**config.mk**
```make
export PLATFORM = sky130hd
export DESIGN_NAME = fk_sbox_stage
export DESIGN_NICKNAME = d
export VERILOG_FILES = /design/src/rtl/fk_sbox_stage.sv
export SDC_FILE = /design/constraint.sdc
export NUM_CORES = 1
export LEC_CHECK = 0
export BUFFER_PORTS_ARGS = -buffer_cell sky130_fd_sc_hd__buf_2
export CORE_ASPECT_RATIO = 0.8
export CORE_UTILIZATION = 51
export CTS_CLUSTER_SIZE = 30
export DETAILED_ROUTE_END_ITERATION = 6
export GPL_TIMING_DRIVEN = 0
export PLACE_DENSITY_LB_ADDON = 0.1
export SLEW_MARGIN = 15
export SYNTH_ARGS = -nofsm -noshare
export SYNTH_HDL_FRONTEND = slang
export SYNTH_SLANG_ARGS = --single-unit
```
**constraint.sdc**
```tcl
create_clock -name clk -period 2.15 [get_ports clk]
set_input_delay 0.3225 -clock clk [delete_from_list [all_inputs] [get_ports clk]]
set_output_delay 0.3225 -clock clk [all_outputs]
set_load 0.02 [all_outputs]
```
**src/rtl/fk_sbox_stage.sv**
```systemverilog
// Back half of the S-DES Fk round: (EP(R) ^ SK) -> S0/S1 -> P4 -> XOR into L.
// Two-entry valid/ready pipeline; the output comes straight from the stage-2 register.
module fk_sbox_stage #(
    parameter bit SWAP_OUT = 1'b0
) (
    input  logic       clk,
    input  logic       reset,
    input  logic       InValid,
    output logic       InReady,
    input  logic [7:0] InByte,
    input  logic [7:0] EpByte,
    input  logic [7:0] SubKey,
    output logic       OutValid,
    input  logic       OutReady,
    output logic [7:0] Out
);

    // Row index {row, col} -> 2-bit S-box entry; sel=0 selects S0, sel=1 selects S1.
    function automatic logic [1:0] sbox_lookup(input logic sel, input logic [3:0] idx);
        logic [1:0] val;
        val = 2'd0;
        if (!sel) begin
            case (idx)
                4'd0:  val = 2'd1;  4'd1:  val = 2'd0;  4'd2:  val = 2'd3;  4'd3:  val = 2'd2;
                4'd4:  val = 2'd3;  4'd5:  val = 2'd2;  4'd6:  val = 2'd1;  4'd7:  val = 2'd0;
                4'd8:  val = 2'd0;  4'd9:  val = 2'd2;  4'd10: val = 2'd1;  4'd11: val = 2'd3;
                4'd12: val = 2'd3;  4'd13: val = 2'd1;  4'd14: val = 2'd3;  4'd15: val = 2'd2;
                default: val = 2'd0;
            endcase
        end else begin
            case (idx)
                4'd0:  val = 2'd0;  4'd1:  val = 2'd1;  4'd2:  val = 2'd2;  4'd3:  val = 2'd3;
                4'd4:  val = 2'd2;  4'd5:  val = 2'd0;  4'd6:  val = 2'd1;  4'd7:  val = 2'd3;
                4'd8:  val = 2'd3;  4'd9:  val = 2'd0;  4'd10: val = 2'd1;  4'd11: val = 2'd0;
                4'd12: val = 2'd2;  4'd13: val = 2'd1;  4'd14: val = 2'd0;  4'd15: val = 2'd3;
                default: val = 2'd0;
            endcase
        end
        return val;
    endfunction

    logic       s1_valid_q;
    logic [7:0] x_q;
    logic [3:0] l_q;
    logic [3:0] r_q;
    logic       s2_valid_q;
    logic [7:0] out_q;

    logic       adv1;
    logic       adv2;
    logic [1:0] sbox_out [2];
    logic [3:0] p4_in;
    logic [3:0] p4_out;
    logic [3:0] new_l;
    logic [7:0] out_d;

    assign adv2 = !s2_valid_q || OutReady;
    assign adv1 = !s1_valid_q || adv2;
    // A beat presented during reset is never taken.
    assign InReady  = adv1 && !reset;
    assign OutValid = s2_valid_q;
    assign Out      = out_q;

    // Nibble bits are MSB-first: nib[3]=bit1 .. nib[0]=bit4; row={b1,b4}, col={b2,b3}.
    for (genvar gi = 0; gi < 2; gi++) begin : g_sbox
        logic [3:0] nib;
        assign nib          = x_q[7-4*gi -: 4];
        assign sbox_out[gi] = sbox_lookup(gi == 1, {nib[3], nib[0], nib[2], nib[1]});
    end

    assign p4_in  = {sbox_out[0], sbox_out[1]};
    // P4 = (2,4,3,1) with input bit k living at p4_in[4-k].
    assign p4_out = {p4_in[2], p4_in[0], p4_in[1], p4_in[3]};
    assign new_l  = l_q ^ p4_out;
    assign out_d  = SWAP_OUT ? {r_q, new_l} : {new_l, r_q};

    always_ff @(posedge clk) begin
        if (reset) begin
            s1_valid_q <= 1'b0;
            x_q        <= 8'h00;
            l_q        <= 4'h0;
            r_q        <= 4'h0;
            s2_valid_q <= 1'b0;
            out_q      <= 8'h00;
        end else begin
            if (adv1) begin
                s1_valid_q <= InValid;
                x_q        <= EpByte ^ SubKey;
                l_q        <= InByte[7:4];
                r_q        <= InByte[3:0];
            end
            if (adv2) begin
                s2_valid_q <= s1_valid_q;
                if (s1_valid_q) begin
                    out_q <= out_d;
                end
            end
        end
    end

endmodule

```
==> results of run 1 <==
[cell type report]
type | instances | area, sq um | share of cell area
flip-flops and latches | 30 | 603 | 0.364
clock buffers | 7 | 55.1 | 0.0333
well taps | 36 | 45.0 | 0.0272
inverters | 5 | 18.8 | 0.0113
clock inverters | 1 | 5.00 | 0.00302
repair buffers | 37 | 185 | 0.112
multi-input cells | 96 | 699 | 0.423
plain buffers | 6 | 43.8 | 0.0265
[layer usage]
metal | global-route usage | up-vias | wire length, um
li1 | - | 553 | -
met1 | 0.226 | 480 | 1140
met2 | 0.309 | 26 | 1200
met4 | 0.0837 | 0 | 23
met3 | 0.0637 | 2 | 122
met5 | 0 | - | 0
[worst max-delay path, stage by stage (launching register included)]
cell	delay, ps
dfxtp_2	400
nand3b_4	140
buf_6	180
mux2_4	300
nor2b_1	140
inv_1	80
ha_1	130
inv_1	40
a2111oi_2	280
a21oi_1	80
mux2i_1	140
[stage by stage]
step                      cells  instance area, sq um
after floorplan             137                  1360
after global placement      210                  1590
after detailed placement    210                  1590
after CTS                   218                  1650
after global routing        218                  1660
final                       218                  1660
[power by group]
group / leakage (nW) / switching [W] / total (W) / internal [W]
registers: 0.249 / 0.0000234 / 0.000624 / 0.000601
logic: 0.478 / 0.000106 / 0.000211 / 0.000105
clock network: 0.0353 / 0.000186 / 0.000344 / 0.000158
[worst max path at each step]
| stage | slack [ps] | cells past startpoint | to |
|---|---|---|---|
| after floorplan | 170 | 10 | p4_in[1] |
| after global placement | 70 | 11 | p4_in[1] |
| after detailed placement | 20 | 11 | p4_in[1] |
| after CTS | 60 | 10 | p4_in[1] |
| after global routing | 20 | 10 | p4_in[1] |
| final | 150 | 10 | p4_in[1] |
[cells in the final DEF, fill, tap and decap left out, types with 4 or more instances in the layout]
| cell type | n |
|---|---|
| inv_1 | 5 |
| buf_2 | 39 |
| clkbuf_4 | 5 |
| xnor2_1 | 10 |
| xor2_1 | 5 |
| nand2_1 | 17 |
| dfxtp_1 | 28 |
| a211oi_1 | 4 |
| nor2_1 | 18 |
| mux2i_1 | 8 |
| a21oi_1 | 11 |
[flip-flops by register name (all words and copies together) (netlist names)]
| signal | cells |
|---|---|
| Out | 8 |
| OutValid | 1 |
| l_q | 4 |
| p4_in | 4 |
| r_q | 4 |
| s1_valid_q | 1 |
| x_q | 8 |
[logic make-up after synthesis]
| group | Yosys count |
|---|---|
| and+or+nand+nor | 44 |
| AOI/OAI and AO/OA | 25 |
| muxes | 11 |
| DFF | 30 |
| xor gates and xnor gates | 15 |
| buffers and inverters | 11 |
| adders and majority gates | 1 |
[repair_timing]
item | 4_1_cts | 5_1_grt
setup endpoints to repair | 0 | 1
resized for setup | 0 | 2
hold buffers | 0 | 0
==> metrics.cfg, run 1 <==
[cts]
cts.reportedPaths.clkPinSlew_ps = 90
clockBufferDepth = 2
insertion_delay_ps = 330
postCtsSetupBuffers = 0
htree_levels = 2
cts_tree = built
cts_root_buf = clkbuf_4
cts_inserted_buffers = 5
cts.sink_count = 30

[worst_setup_path]
reg2reg_slack_ps = 150
rr_startpoint = s1_valid_q
crit_path_end_kind = register
crit_fanout = 10
rr_worst_depth = 10
crit_type = reg -> reg
startpoint_type = register
cp.arrival_ps = 2250
crit_start = s1_valid_q
r2r-end = p4_in[1]
required_ps = 2410

[placed_design]
place_congestion = 0.840
place_hpwl_um = 1880
dp_slack_ps = 22.2
io_buffers = 37

[hold_path]
hold_start = InValid
min_path_cells = 3
worstHoldPathType = in -> reg
worstHoldEndpoint = s1_valid_q

[finish]
layout-drive-gt1-share = 0.341
synthToLayoutAreaGrowth_pct = 21.5
fill_cells = 228
finish.net_count = 210
antenna_cells = 0
final_util = 0.667

[global_routing]
grtUsageTotal = 0.187
grt_overflow_total = 0
grt_pass1_wl_um = 3710
grt_pass1_vias = 862
grt_max_degree = 11
antenna_found_initial = 0

[logic_synthesis]
netlist_top_cells_area = dfxtp_1, xnor2_1, mux2i_1
synth_cell_types = 33
synth.most_common_cell = dfxtp_1
synth_area_leader_cell = dfxtp_1
muxShareOfSynthArea = 0.0946
synth_top_family_by_area = simple AND/OR/NAND/NOR gates
ys_seq_area_frac = 0.441
synth.net_count = 166
synth_edf_count = 0
synthXorXnorAreaFrac = 0.0964
synth_simple_gate_area_frac = 0.162
ys_seq_elements = 30
ys_warn_count = 0
yosys.area_share.adder = 0.00918
synth_top_area_frac = 0.441
synth_area_sq_um = 1360
ys_top_cells_by_count = dfxtp_1, nor2_1, nand2_1
synthCells = 137
synth-main-ff-cell = dfxtp_1
synthArstFlopShare = 0
synth-compound-area-share = 0.152
synth.avg_cell_area_sq_um = 9.95

[pwr]
p_leak_nw = 0.763
p_per_area_nw_per_um2 = 712
power_w = 0.00118
peakVddDrop_uv = 494

[run]
maxCapViolCount = 0

[die]
ioPinCount = 38
row_count = 16
die_h_um = 48.2
dieArea_sq_um = 2880
fp.dieW_um = 59.8
start_util = 0.549
coreArea_sq_um = 2480

[timing]
fin_skew_ps = 9.36
rsz0062_at_grt = no
fin_crit_ps = 2000
fin_crit_sh = 0.928
setup_viol = 0
setup_tns_ps = 0
max_freq_mhz = 501
slew_headroom = 0.565
whs_ps = 201
fin_ws_ps = 155
slew_violations = 0
worst_slew_pin_slew_ps = 650
hold_viol = 0

[routing]
drt-initial-drc-count = 30
drt-pass1-iter-count = 4
drc = 0
post_drt_via_cell_ratio = 4.87
wl_per_cell_um = 11.4
wl_um = 2490
num_vias = 1061
drtAntennaViolNets = 0

[status]
outcome = completed

(Power assumes the default switching activity.)
==> inputs of run 2 (changes only) <==
--- a/config.mk
+++ b/config.mk
@@ -12,6 +12,7 @@
 export DETAILED_ROUTE_END_ITERATION = 6
 export GPL_TIMING_DRIVEN = 0
 export PLACE_DENSITY_LB_ADDON = 0.1
+export RECOVER_POWER = 100
 export SLEW_MARGIN = 15
 export SYNTH_ARGS = -nofsm -noshare
 export SYNTH_HDL_FRONTEND = slang
==> metrics.cfg, run 2 (synthesized netlist as in run 1, its figures left out) <==
[worst_setup_path]
crit_type = in -> out  ; was reg -> reg
critPathSlowestCell = clkbuf_1  ; was dfxtp_2
cp.arrival_ps = 1680  ; was 2250 ps
crit_top_cell = clkbuf_1  ; was inv_1
worstPathCellList = clkbuf_1, clkbuf_1, clkbuf_1, nor2_1, buf_2  ; was nand3b_4, buf_6, mux2_4, nor2b_1, inv_1, ha_1, inv_1, a2111oi_2, a21oi_1, mux2i_1
crit_fanout = 10  ; unchanged
crit_path_max_incr_delay_ps = 470  ; was 400 ps
cp_num_buf_inv = 4  ; was 3
crit_family = buffers and inverters  ; was multiplexers
crit_path_end_kind = output port  ; was register
required_ps = 1830  ; was 2410 ps
startpoint_type = primary input  ; was register

[timing]
rsz0062_at_grt = no  ; unchanged
setup_viol = 0  ; unchanged
setup_tns_ps = 0  ; unchanged
slew_headroom = 0.563  ; was 0.565
fin_crit_ps = 2000  ; about the same
slew_violations = 0  ; unchanged
worst_slew_pin_slew_ps = 653  ; was 650 ps
hold_viol = 0  ; unchanged
fin_crit_sh = 0.930  ; was 0.928
fin_skew_ps = 7.48  ; was 9.36 ps
max_freq_mhz = 500  ; was 501 MHz

[die]
start_util = 0.549  ; unchanged
die_h_um = 48.2  ; unchanged
coreArea_sq_um = 2480  ; unchanged
ioPinCount = 38  ; unchanged
row_count = 16  ; unchanged
dieArea_sq_um = 2880  ; unchanged
fp.dieW_um = 59.8  ; unchanged

[run]
maxCapViolCount = 0  ; unchanged

[global_routing]
grt_use_met2 = 0.309  ; unchanged
grt_pass1_vias = 862  ; unchanged
grt.met3_usage = 0.0637  ; unchanged
grtUsageTotal = 0.187  ; unchanged
use_met1 = 0.226  ; unchanged
grt_overflow_total = 0  ; unchanged
antenna_found_initial = 0  ; unchanged
grt_pass1_wl_um = 3710  ; unchanged
top_usage_layer = met2  ; unchanged
grt_max_degree = 11  ; unchanged

[finish]
mostFrequentLayoutCells = dfxtp_1, buf_2, nor2_1  ; was buf_2, dfxtp_1, nor2_1
synthToLayoutAreaGrowth_pct = 17.9  ; was 21.5%
antenna_cells = 0  ; unchanged
fill_cells = 239  ; was 228
final_util = 0.647  ; was 0.667
final_area_sq_um = 1610  ; was 1660 sq um
register_area_sq_um = 603  ; unchanged
layout-drive-gt1-share = 0.253  ; was 0.341
final_common_cell = dfxtp_1  ; was buf_2
finish.net_count = 210  ; unchanged
multi_input_comb_area_sq_um = 669  ; was 699 sq um

[placed_design]
io_buffers = 37  ; unchanged
place_congestion = 0.840  ; unchanged
place_hpwl_um = 1880  ; unchanged
placed_area_sq_um = 1590  ; unchanged

[pwr]
peakVddDrop_uv = 488  ; was 494 uV
p_leak_nw = 0.709  ; was 0.763 nW
power_w = 0.00117  ; was 0.00118 W
p_per_area_nw_per_um2 = 726  ; was 712 nW/um^2

[cts]
cts_tree = built  ; unchanged
cts.reportedPaths.clkPinSlew_ps = 90  ; about the same
cts.sink_count = 30  ; unchanged
cts_inserted_buffers = 5  ; unchanged
insertion_delay_ps = 320  ; was 330 ps
htree_levels = 2  ; unchanged
clockBufferDepth = 2  ; unchanged
cts_root_buf = clkbuf_4  ; unchanged

[routing]
drtAntennaViolNets = 0  ; unchanged
wl_per_cell_um = 11.6  ; was 11.4 um
num_vias = 1061  ; unchanged
drt-initial-drc-count = 41  ; was 30
drt-pass1-iter-count = 4  ; unchanged
drc = 0  ; unchanged
post_drt_via_cell_ratio = 4.87  ; unchanged
wl_um = 2520  ; was 2490 um

[hold_path]
worstHoldPathType = in -> reg  ; unchanged

[status]
outcome = completed  ; unchanged

-- run 2: cell types whose count changed in the layout (fill, tap and decap cells not counted) --
cell      delta
a211oi_1     +3
a211oi_2     -1
a211oi_4     -2
buf_2       -12
buf_4        -1
clkbuf_1    +13
o311ai_0     +1
o311ai_1     -1
-- run 2: area by class of cell --
class / count / area share
clock buffer: 7 / 0.0343
timing repair buffer: 37 / 0.107
buffer: 6 / 0.0234
clock inverter: 1 / 0.00312
sequential: 30 / 0.375
inverter: 5 / 0.0117
multi-input combinational: 96 / 0.417
tap: 36 / 0.0280
-- run 2: path summary, 6_finish.rpt --
kind | start | end | slack, ps | cells past startpoint
worst min register to register | r_q[2] | r_q[2] | 450 | 2
worst max register to register | s1_valid_q | p4_in[1] | 170 | 10
worst min-delay path | InValid | s1_valid_q | 200 | 3
worst max-delay path | reset | InReady | 150 | 5
-- run 2: routing by layer --
layer	share of wire	wire length, um
met5	0	0
met4	0.0091	23
met3	0.040	101
met2	0.48	1200
met1	0.47	1190
-- run 2: power by group --
part	internal [W]	switching [W]
clock network	0.000158	0.000185
registers	0.000601	0.0000236
logic	0.0000968	0.000102
total	0.000856	0.000310
-- run 2: repair_timing --
action,CTS,global route
setup buffers,0,0
hold buffers,0,0
resized for setup,0,2
endpoints found under the setup margin,0,1
-- run 2: stage by stage --
stage	hold WS [ps]	std cells	worst slack, ps
2_1_floorplan	397	137	170
3_3_place_gp	438	210	71.5
3_5_place_dp	444	210	22.2
4_1_cts	203	218	59.3
5_1_grt	200	218	19.1
6_report	201	218	151
-- run 2: worst register-to-register path, delay by kind of cell, from the launching register on --
| kind | cells | cell delay, ps |
|---|---|---|
| muxes | 2 | 440 |
| DFF | 1 | 390 |
| AOI/OAI and AO/OA | 2 | 360 |
| adders and majority gates | 1 | 130 |
| buffers and inverters | 3 | 300 |
| and+or+nand+nor | 2 | 280 |
